`config.mk`:
```
export PLATFORM = sky130hd
export DESIGN_NAME = miller_encoder
export DESIGN_NICKNAME = d
export VERILOG_FILES = /design/src/rtl/miller_encoder.sv
export SDC_FILE = /design/constraint.sdc
export NUM_CORES = 1
export LEC_CHECK = 0
export BUFFER_PORTS_ARGS = -buffer_cell sky130_fd_sc_hd__buf_2
export CAP_MARGIN = 20
export CORE_ASPECT_RATIO = 0.75
export CORE_MARGIN = 4
export CORE_UTILIZATION = 55
export CTS_CLUSTER_SIZE = 20
export DETAILED_ROUTE_END_ITERATION = 12
export PLACE_DENSITY = 0.79
export SETUP_SLACK_MARGIN = 0.4
export SKIP_CTS_REPAIR_TIMING = 1
export SLEW_MARGIN = 10
export SYNTH_ARGS = -nofsm -noshare
export SYNTH_HDL_FRONTEND = slang
export SYNTH_SLANG_ARGS = --single-unit
export TNS_END_PERCENT = 50
```
`constraint.sdc`:
```
create_clock -name clk_100m -period 2.05 [get_ports clk_100m]
set_clock_uncertainty 0.1 [all_clocks]
set_input_delay 0.205 -clock clk_100m [delete_from_list [all_inputs] [get_ports clk_100m]]
set_output_delay 0.205 -clock clk_100m [all_outputs]
set_load 0.02 [all_outputs]
```
`src/rtl/miller_encoder.sv`:
```
// miller_encoder: serialises DATA_W-bit words MSB first as
// Miller, FM0 or Manchester half-bit line levels.
module miller_encoder #(
    parameter int HALF_BIT_CYCLES = 4,
    parameter int DATA_W          = 8
) (
    input  logic              clk_100m,
    input  logic              rst_n,
    input  logic [DATA_W-1:0] data_i,
    input  logic              valid_i,
    output logic              ready_o,
    input  logic [1:0]        mode_i,
    output logic              line_o,
    output logic              busy_o
);

    localparam int CW = (HALF_BIT_CYCLES > 1) ? $clog2(HALF_BIT_CYCLES) : 1;
    localparam int BW = (DATA_W > 1) ? $clog2(DATA_W) : 1;
    localparam logic [CW-1:0] HC_LAST = CW'(HALF_BIT_CYCLES - 1);
    localparam logic [BW-1:0] BC_TOP  = BW'(DATA_W - 1);

    localparam logic [1:0] M_FM0 = 2'b01;
    localparam logic [1:0] M_MAN = 2'b10;

    typedef enum logic {
        ST_IDLE,
        ST_SEND
    } state_e;

    state_e            state_q, state_d;
    logic [DATA_W-1:0] shreg_q, shreg_d;
    logic [1:0]        mode_q, mode_d;
    logic [BW-1:0]     bit_cnt_q, bit_cnt_d;
    logic [CW-1:0]     half_cnt_q, half_cnt_d;
    logic              half_q, half_d;
    logic              line_q, line_d;
    logic              prev_bit_q, prev_bit_d;
    logic              last_cyc;
    logic              accept;
    logic [DATA_W-1:0] shifted;

    // Level of the first half of a bit, given the level at bit start.
    function automatic logic first_half(input logic [1:0] m,
                                        input logic b,
                                        input logic l,
                                        input logic p);
        if (m == M_MAN) begin
            return ~b;
        end else if (m == M_FM0) begin
            return ~l;
        end else begin
            return (b | p) ? l : ~l;
        end
    endfunction

    // Level of the second half of a bit, given the first-half level.
    function automatic logic second_half(input logic [1:0] m,
                                         input logic b,
                                         input logic f);
        if (m == M_MAN) begin
            return b;
        end else if (m == M_FM0) begin
            return b ? f : ~f;
        end else begin
            return b ? ~f : f;
        end
    endfunction

    assign last_cyc = (state_q == ST_SEND) && half_q &&
                      (half_cnt_q == HC_LAST) && (bit_cnt_q == '0);
    assign ready_o  = (state_q == ST_IDLE) || last_cyc;
    assign accept   = valid_i && ready_o;
    assign busy_o   = (state_q == ST_SEND);
    assign line_o   = line_q;
    assign shifted  = shreg_q << 1;

    // Next-state: accept words, step half-bits and bits, return to idle.
    always_comb begin
        state_d    = state_q;
        shreg_d    = shreg_q;
        mode_d     = mode_q;
        bit_cnt_d  = bit_cnt_q;
        half_cnt_d = half_cnt_q;
        half_d     = half_q;
        line_d     = line_q;
        prev_bit_d = prev_bit_q;
        if (accept) begin
            state_d    = ST_SEND;
            shreg_d    = data_i;
            mode_d     = mode_i;
            bit_cnt_d  = BC_TOP;
            half_cnt_d = '0;
            half_d     = 1'b0;
            line_d     = first_half(mode_i, data_i[DATA_W-1],
                                    line_q, prev_bit_q);
        end else if (state_q == ST_SEND) begin
            if (half_cnt_q != HC_LAST) begin
                half_cnt_d = half_cnt_q + CW'(1);
            end else begin
                half_cnt_d = '0;
                if (!half_q) begin
                    half_d = 1'b1;
                    line_d = second_half(mode_q, shreg_q[DATA_W-1], line_q);
                    if (mode_q != M_MAN && mode_q != M_FM0) begin
                        prev_bit_d = shreg_q[DATA_W-1];
                    end
                end else if (bit_cnt_q != '0) begin
                    half_d    = 1'b0;
                    bit_cnt_d = bit_cnt_q - BW'(1);
                    shreg_d   = shifted;
                    line_d    = first_half(mode_q, shifted[DATA_W-1],
                                           line_q, prev_bit_q);
                end else begin
                    state_d    = ST_IDLE;
                    half_d     = 1'b0;
                    prev_bit_d = 1'b1;
                    if (mode_q == M_MAN) begin
                        line_d = 1'b0;
                    end
                end
            end
        end
    end

    // State registers; reset discards any word in flight.
    always_ff @(posedge clk_100m or negedge rst_n) begin
        if (!rst_n) begin
            state_q    <= ST_IDLE;
            shreg_q    <= '0;
            mode_q     <= '0;
            bit_cnt_q  <= '0;
            half_cnt_q <= '0;
            half_q     <= 1'b0;
            line_q     <= 1'b0;
            prev_bit_q <= 1'b1;
        end else begin
            state_q    <= state_d;
            shreg_q    <= shreg_d;
            mode_q     <= mode_d;
            bit_cnt_q  <= bit_cnt_d;
            half_cnt_q <= half_cnt_d;
            half_q     <= half_d;
            line_q     <= line_d;
            prev_bit_q <= prev_bit_d;
        end
    end

endmodule

```
-- Word-level counts from Yosys, hierarchy flattened
Cells that the tools add are included.
- $add $sub $neg: 2
- equality and inequality tests: 14
- mux-type cells: 41
- bitwise logic cells: 8
- reduce and logical (&&, ||, !) cells: 17
- operators with widths (operator ; count):
    two-way mux 8 bit ; 5
    two-way mux 1 bit ; 28
    two-way mux 3 bit ; 5
    inequality test 5 bit, second input constant ; 2
    inequality test 2 bit, second input constant ; 4
    nonzero test 2 bit ; 4
    AND reduction 7 bit ; 1
    equality test 2 bit, second input constant ; 3
    two-way mux 2 bit ; 3
    NOT 1 bit ; 6
    logical AND 1 bit ; 5
    AND reduction 5 bit ; 1
    nonzero test 5 bit ; 1
    equality test 2 x 1 -> 1 bit, second input constant ; 2
    inequality test 4 x 1 -> 1 bit, second input constant ; 1
    inequality test 4 bit, second input constant ; 1
    AND reduction 4 bit ; 1
    logical NOT 3 bit ; 1
    nonzero test 3 bit ; 1
    subtractor 3 x 1 -> 3 bit, second input constant ; 1
    adder 2 x 1 -> 2 bit, second input constant ; 1
    inequality test 2 x 1 -> 1 bit, second input constant ; 1
    bitwise OR 1 bit ; 2
    AND reduction 2 bit ; 1
    logical OR 1 bit ; 1
- bits in registers: 19
- word-level logic and storage cells: 90

-- Longest topological paths before layout
- depth after elaboration: 9
- depth in mapped cells: 7
- gate-level depth less buffers: 6

-- Least setup slack after synthesis
OpenSTA, ideal clock, no wires.
- path kind: register to register
- start point: register half_cnt_q[0]
- end point: register shreg_q[1]
- setup time: 0.129 ns
- data arrival time: 1.369 ns
- data required time: 1.821 ns
- setup slack: 0.452 ns
- cell stages (with the launch flop): 7
- buffers on the path: 1
- cell sequence: dfrtp_1 > ha_1 > and4b_4 > o21a_4 > buf_6 > nor3_1 > a31oi_1
- cells in the longest elaborated chain, start to end: 7
- elaborated cells between the ends (all ways): 12
- those cells by class: eq/ne: 3; mux: 1; reduce/logical: 8
- RTL lines (what ; line ; source):
    start, declared ; 34 ; logic [CW-1:0] half_cnt_q, half_cnt_d;
    start signal, assigned ; 141 ; half_cnt_q <= half_cnt_d;
    equality test 2 bit ; 70 ; (half_cnt_q == HC_LAST) && (bit_cnt_q == '0);
    logical AND 1 bit ; 69 ; assign last_cyc = (state_q == ST_SEND) && half_q &&
    logical AND 1 bit ; 70 ;
    logical OR 1 bit ; 71 ; assign ready_o = (state_q == ST_IDLE) || last_cyc;
    logical AND 1 bit ; 72 ; assign accept = valid_i && ready_o;
    inequality test 2 bit (no line) / nonzero test 2 bit (equally long branches) ; -- ;
    AND reduction 4 bit (no line) ; -- ;
    end signal, assigned ; 138 ; shreg_q <= shreg_d;
    end, declared ; 31 ; logic [DATA_W-1:0] shreg_q, shreg_d;
Parallel ways exist; a longest one is shown, timed or not.
A chain may end at the register's enable or synchronous reset.

-- Worst setup path after layout
- start point: register half_cnt_q[0]
- end point: register bit_cnt_q[2]
- cells in the longest elaborated chain, start to end: 7
- elaborated cells between the ends (all ways): 12
- those cells by class: eq/ne: 3; mux: 1; reduce/logical: 8
- RTL lines (what ; line ; source):
    equality test 2 bit ; 70 ;
    logical AND 1 bit ; 69 ;
    logical AND 1 bit ; 70 ;
    logical OR 1 bit ; 71 ;
    logical AND 1 bit ; 72 ;
    inequality test 2 bit (no line) / nonzero test 2 bit (equally long branches) ; -- ;
    AND reduction 4 bit (no line) ; -- ;
    end signal, assigned ; 140 ; bit_cnt_q <= bit_cnt_d;
    end, declared ; 33 ; logic [BW-1:0] bit_cnt_q, bit_cnt_d;
Parallel ways exist; a longest one is shown, timed or not.

==> summary.md <==
| Metric | Value |
|---|---|
| Maxcap violations | `0` |
| Min Tclk post-route | `1.82 ns` |
| Share of layout cells above drive strength 1 | `0.297` |
| Vias in the first global route | `821` |
| Critical-path cell list | `ha_4 > and4b_4 > buf_6 > o21ai_4 > buf_12 > nand4_1 > nor2b_1` |
| Setup Viol. Count Final | `0` |
| CTS Buf Count | `3` |
| Finished layout cell area | `1380 um2` |
| Vias/cell | `6.07` |
| Share of the yosys chip area belonging to registers | `0.422` |
| I/O pin cnt | `16` |
| Row cnt | `13` |
| Drt total wl | `2740 um` |
| Post-synthesis cell count | `123` |
| Skew-Pair Late Insertion Delay | `0.31 ns` |
| DP Wirelength | `1590 um` |
| Post-synthesis xor/xnor area fraction | `0.0310` |
| Area Overhead vs Synth | `22.0%` |
| First-pass GRT wire length | `3770 um` |
| Routed Antenna Nets | `0` |
| Worst Hold Class | `in2reg` |
| Worst Tran Pin Value | `0.433 ns` |
| Die Span X | `60.3 um` |
| Buffers on Ports | `15` |
| DR vias | `between 1000 and 1500` |
| Avg WL per Cell | `between 15 and 20 um` |
| CP Launch Type | `flop` |
| Syn_nets | `about 140` |
| Slowest cell delay on critical path | `0.44 ns` |
| Fmax | `roughly 0.55 GHz` |
| Compound-Gate Fraction of Synth Area | `0.197` |
| Tcrit/Tclk final | `0.886` |
| ANT cells | `0` |
| Final slew viol count | `0` |
| Final-report hold violation count | `0` |
| CP endpoint kind | `flop` |
| Core Region | `between 1500 and 2000 um2` |
| Initial antenna violation count | `0` |
| Vert. Die Dim | `47.2 um` |
| Placement Cell Area | `~1200 um2` |
| Starting DRT DRC Count | `32` |
| Full die area | `2850 um2` |
| RSZ-0062 raised after global routing | `true` |
| Fin nets | `167` |
| Drt pass-1 iters | `4` |
| Netlist cell types | `32` |
| Largest family of logic cells by synthesized area | `simple AND/OR/NAND/NOR gates` |
| Max H-tree Level | `1` |
| GRT Total Usage | `0.181` |
| Clock sinks | `19` |
| CTS tree | `yes` |
| Status | `finished, final reports clean` |
| VDD IR max | `about 1.0 mV` |
| Post-synthesis mux area share | `0` |
| CTS clock-pin slew for the worst setup and hold paths | `0.12 ns` |
| Max_slew headroom | `0.711` |
| Power Dens Cells | `1270 nW/um2` |
| Kind of critical path | `reg2reg` |
| WP data required | `2.14 ns` |
| Leak Pwr | `approximately 0.6 nW` |
| Met2 Resource Use GR | `0.297` |
| GRT overflow | `0` |
| M1 GR Usage | `0.247` |
| Met3 usage | `0.0495` |
| Synth warnings | `0` |
| Crit path arrival time | `1.91 ns` |
| RD Place Congestion | `0.753` |
| Pin count of the biggest net entering global routing | `23` |
| CP max-delay cell | `dfrtp_1` |
| Number of synthesized register bits | `19` |
| Crit Path Max Fanout | `7` |
| Root Buffer | `clkbuf_4` |
| Clock buffer depth | `2` |
| Post-Syn Area | `1130 um2` |
| Remaining DRCs | `0` |
| Adder-cell share of the synthesized area | `0.0554` |
| Busiest grt layer | `met2` |
| Synthesized-area fraction occupied by and/or/nand/nor cells | `0.229` |
| Sum Neg Setup Slack | `0 ns` |
| Average size of a mapped cell | `9.18 um2` |
| Initial Utilization | `0.614` |
==> registers in the layout, indices dropped and copies added, names as in the netlist <==
register and count:
bit_cnt_q 3, mode_q 2, prev_bit_q 1, busy_o 1
half_q 1, shreg_q 8, line_o 1, half_cnt_q 2
==> through the flow <==
step | instances | utilization | worst slack, ns | hold slack (ns) | total power [mW]
2_1_floorplan | 123 | - | 0.452 | -0.191 | 1.25
3_3_place_gp | 156 | 0.647 | 0.282 | 0.0654 | 1.37
3_5_place_dp | 156 | 0.647 | 0.231 | 0.0667 | 1.40
4_1_cts | 160 | 0.661 | 0.160 | -0.273 | 1.60
5_1_grt | 170 | 0.749 | 0.170 | 0.0161 | 1.90
6_report | 170 | 0.749 | 0.234 | 0.00242 | 1.74
==> report_power, final <==
group,switching [mW],leakage (nW),internal (mW)
Sequential,0.167,0.212,0.544
Clock,0.121,0.0150,0.0760
Combinational,0.426,0.383,0.407
Total,0.714,0.610,1.03
==> routing by layer <==
metal	vias up	share of wire
li1	492	-
met3	2	0.064
met4	0	0.0036
met2	46	0.48
met5	-	0
met1	492	0.45
==> critical path, delay by kind of cell, from the launching register on <==
family | cells | cell delay [ns]
DFF | 1 | 0.44
AOI/OAI and AO/OA | 1 | 0.25
adders and majority gates | 1 | 0.18
buffers and inverters | 2 | 0.28
and+or+nand+nor | 3 | 0.44
==> cell usage in the layout (no fill, tap or decap), drive strengths merged <==
| master | n |
|---|---|
| nor2b | 2 |
| nor3 | 9 |
| xnor2 | 2 |
| o2111ai | 1 |
| inv | 6 |
| o31ai | 3 |
| nand3 | 2 |
| clkbuf | 5 |
| nand4 | 1 |
| o211ai | 2 |
| nand2b | 5 |
| a211oi | 3 |
| a22o | 1 |
| o21ai | 5 |
| nor3b | 1 |
| xor2 | 2 |
| and4b | 1 |
| or3 | 2 |
| nor2 | 4 |
| a31oi | 9 |
| dfstp | 1 |
| buf | 23 |
| or2 | 2 |
| o21a | 3 |
| nand2 | 24 |
| ha | 5 |
| a21oi | 5 |
| dfrtp | 18 |
| dlygate4sd3 | 1 |
==> cell families after synthesis <==
kind of cell	Yosys count
flip-flops	19
XOR/XNOR	4
buffers and inverters	11
AND/OR/NAND/NOR	53
adder cells (fa/ha/maj)	5
AO/OA/AOI/OAI	31
==> worst paths after layout <==
path	start	end	slack, ns	cells past startpoint
setup / recovery	half_cnt_q[0]	bit_cnt_q[2]	0.23	7
hold / removal	data_i[0]	shreg_q[0]	0.002	3
setup reg to reg	half_cnt_q[0]	bit_cnt_q[2]	0.23	7
hold reg to reg	shreg_q[0]	shreg_q[0]	0.43	2
max in group asynchronous	rst_n	prev_bit_q	1.27	2
min in group asynchronous	rst_n	line_o	0.25	2
==> synthesized netlist by cell type (all sizes together) <==
cell type / n / area, um2
dfstp: 1 / 26.3
a22o: 1 / 8.76
ha: 5 / 62.6
dfrtp: 18 / 450
a31oi: 9 / 56.3
or3: 2 / 12.5
nand2b: 5 / 31.3
and4b: 1 / 13.8
nand2: 24 / 92.6
nand3: 2 / 10.0
nor2b: 2 / 12.5
or2: 2 / 12.5
o2111ai: 1 / 8.76
a21oi: 5 / 25.0
buf: 5 / 50.0
inv: 6 / 22.5
o21a: 2 / 22.5
nor2: 4 / 15.0
nand4: 1 / 6.26
o211ai: 2 / 20.0
nor3: 9 / 45.0
nor3b: 1 / 7.51
xnor2: 2 / 17.5
xor2: 2 / 17.5
o21ai: 5 / 36.3
o31ai: 3 / 22.5
a211oi: 3 / 22.5
==> final cells by class <==
cell class / instances / area [um2]
clock buffer: 4 / 26.3
fill: 131 / 462
inverter: 6 / 22.5
multi-input combinational: 94 / 631
sequential: 19 / 477
tap: 22 / 27.5
timing repair buffer: 25 / 193
Power figures use the tool's default switching activity.
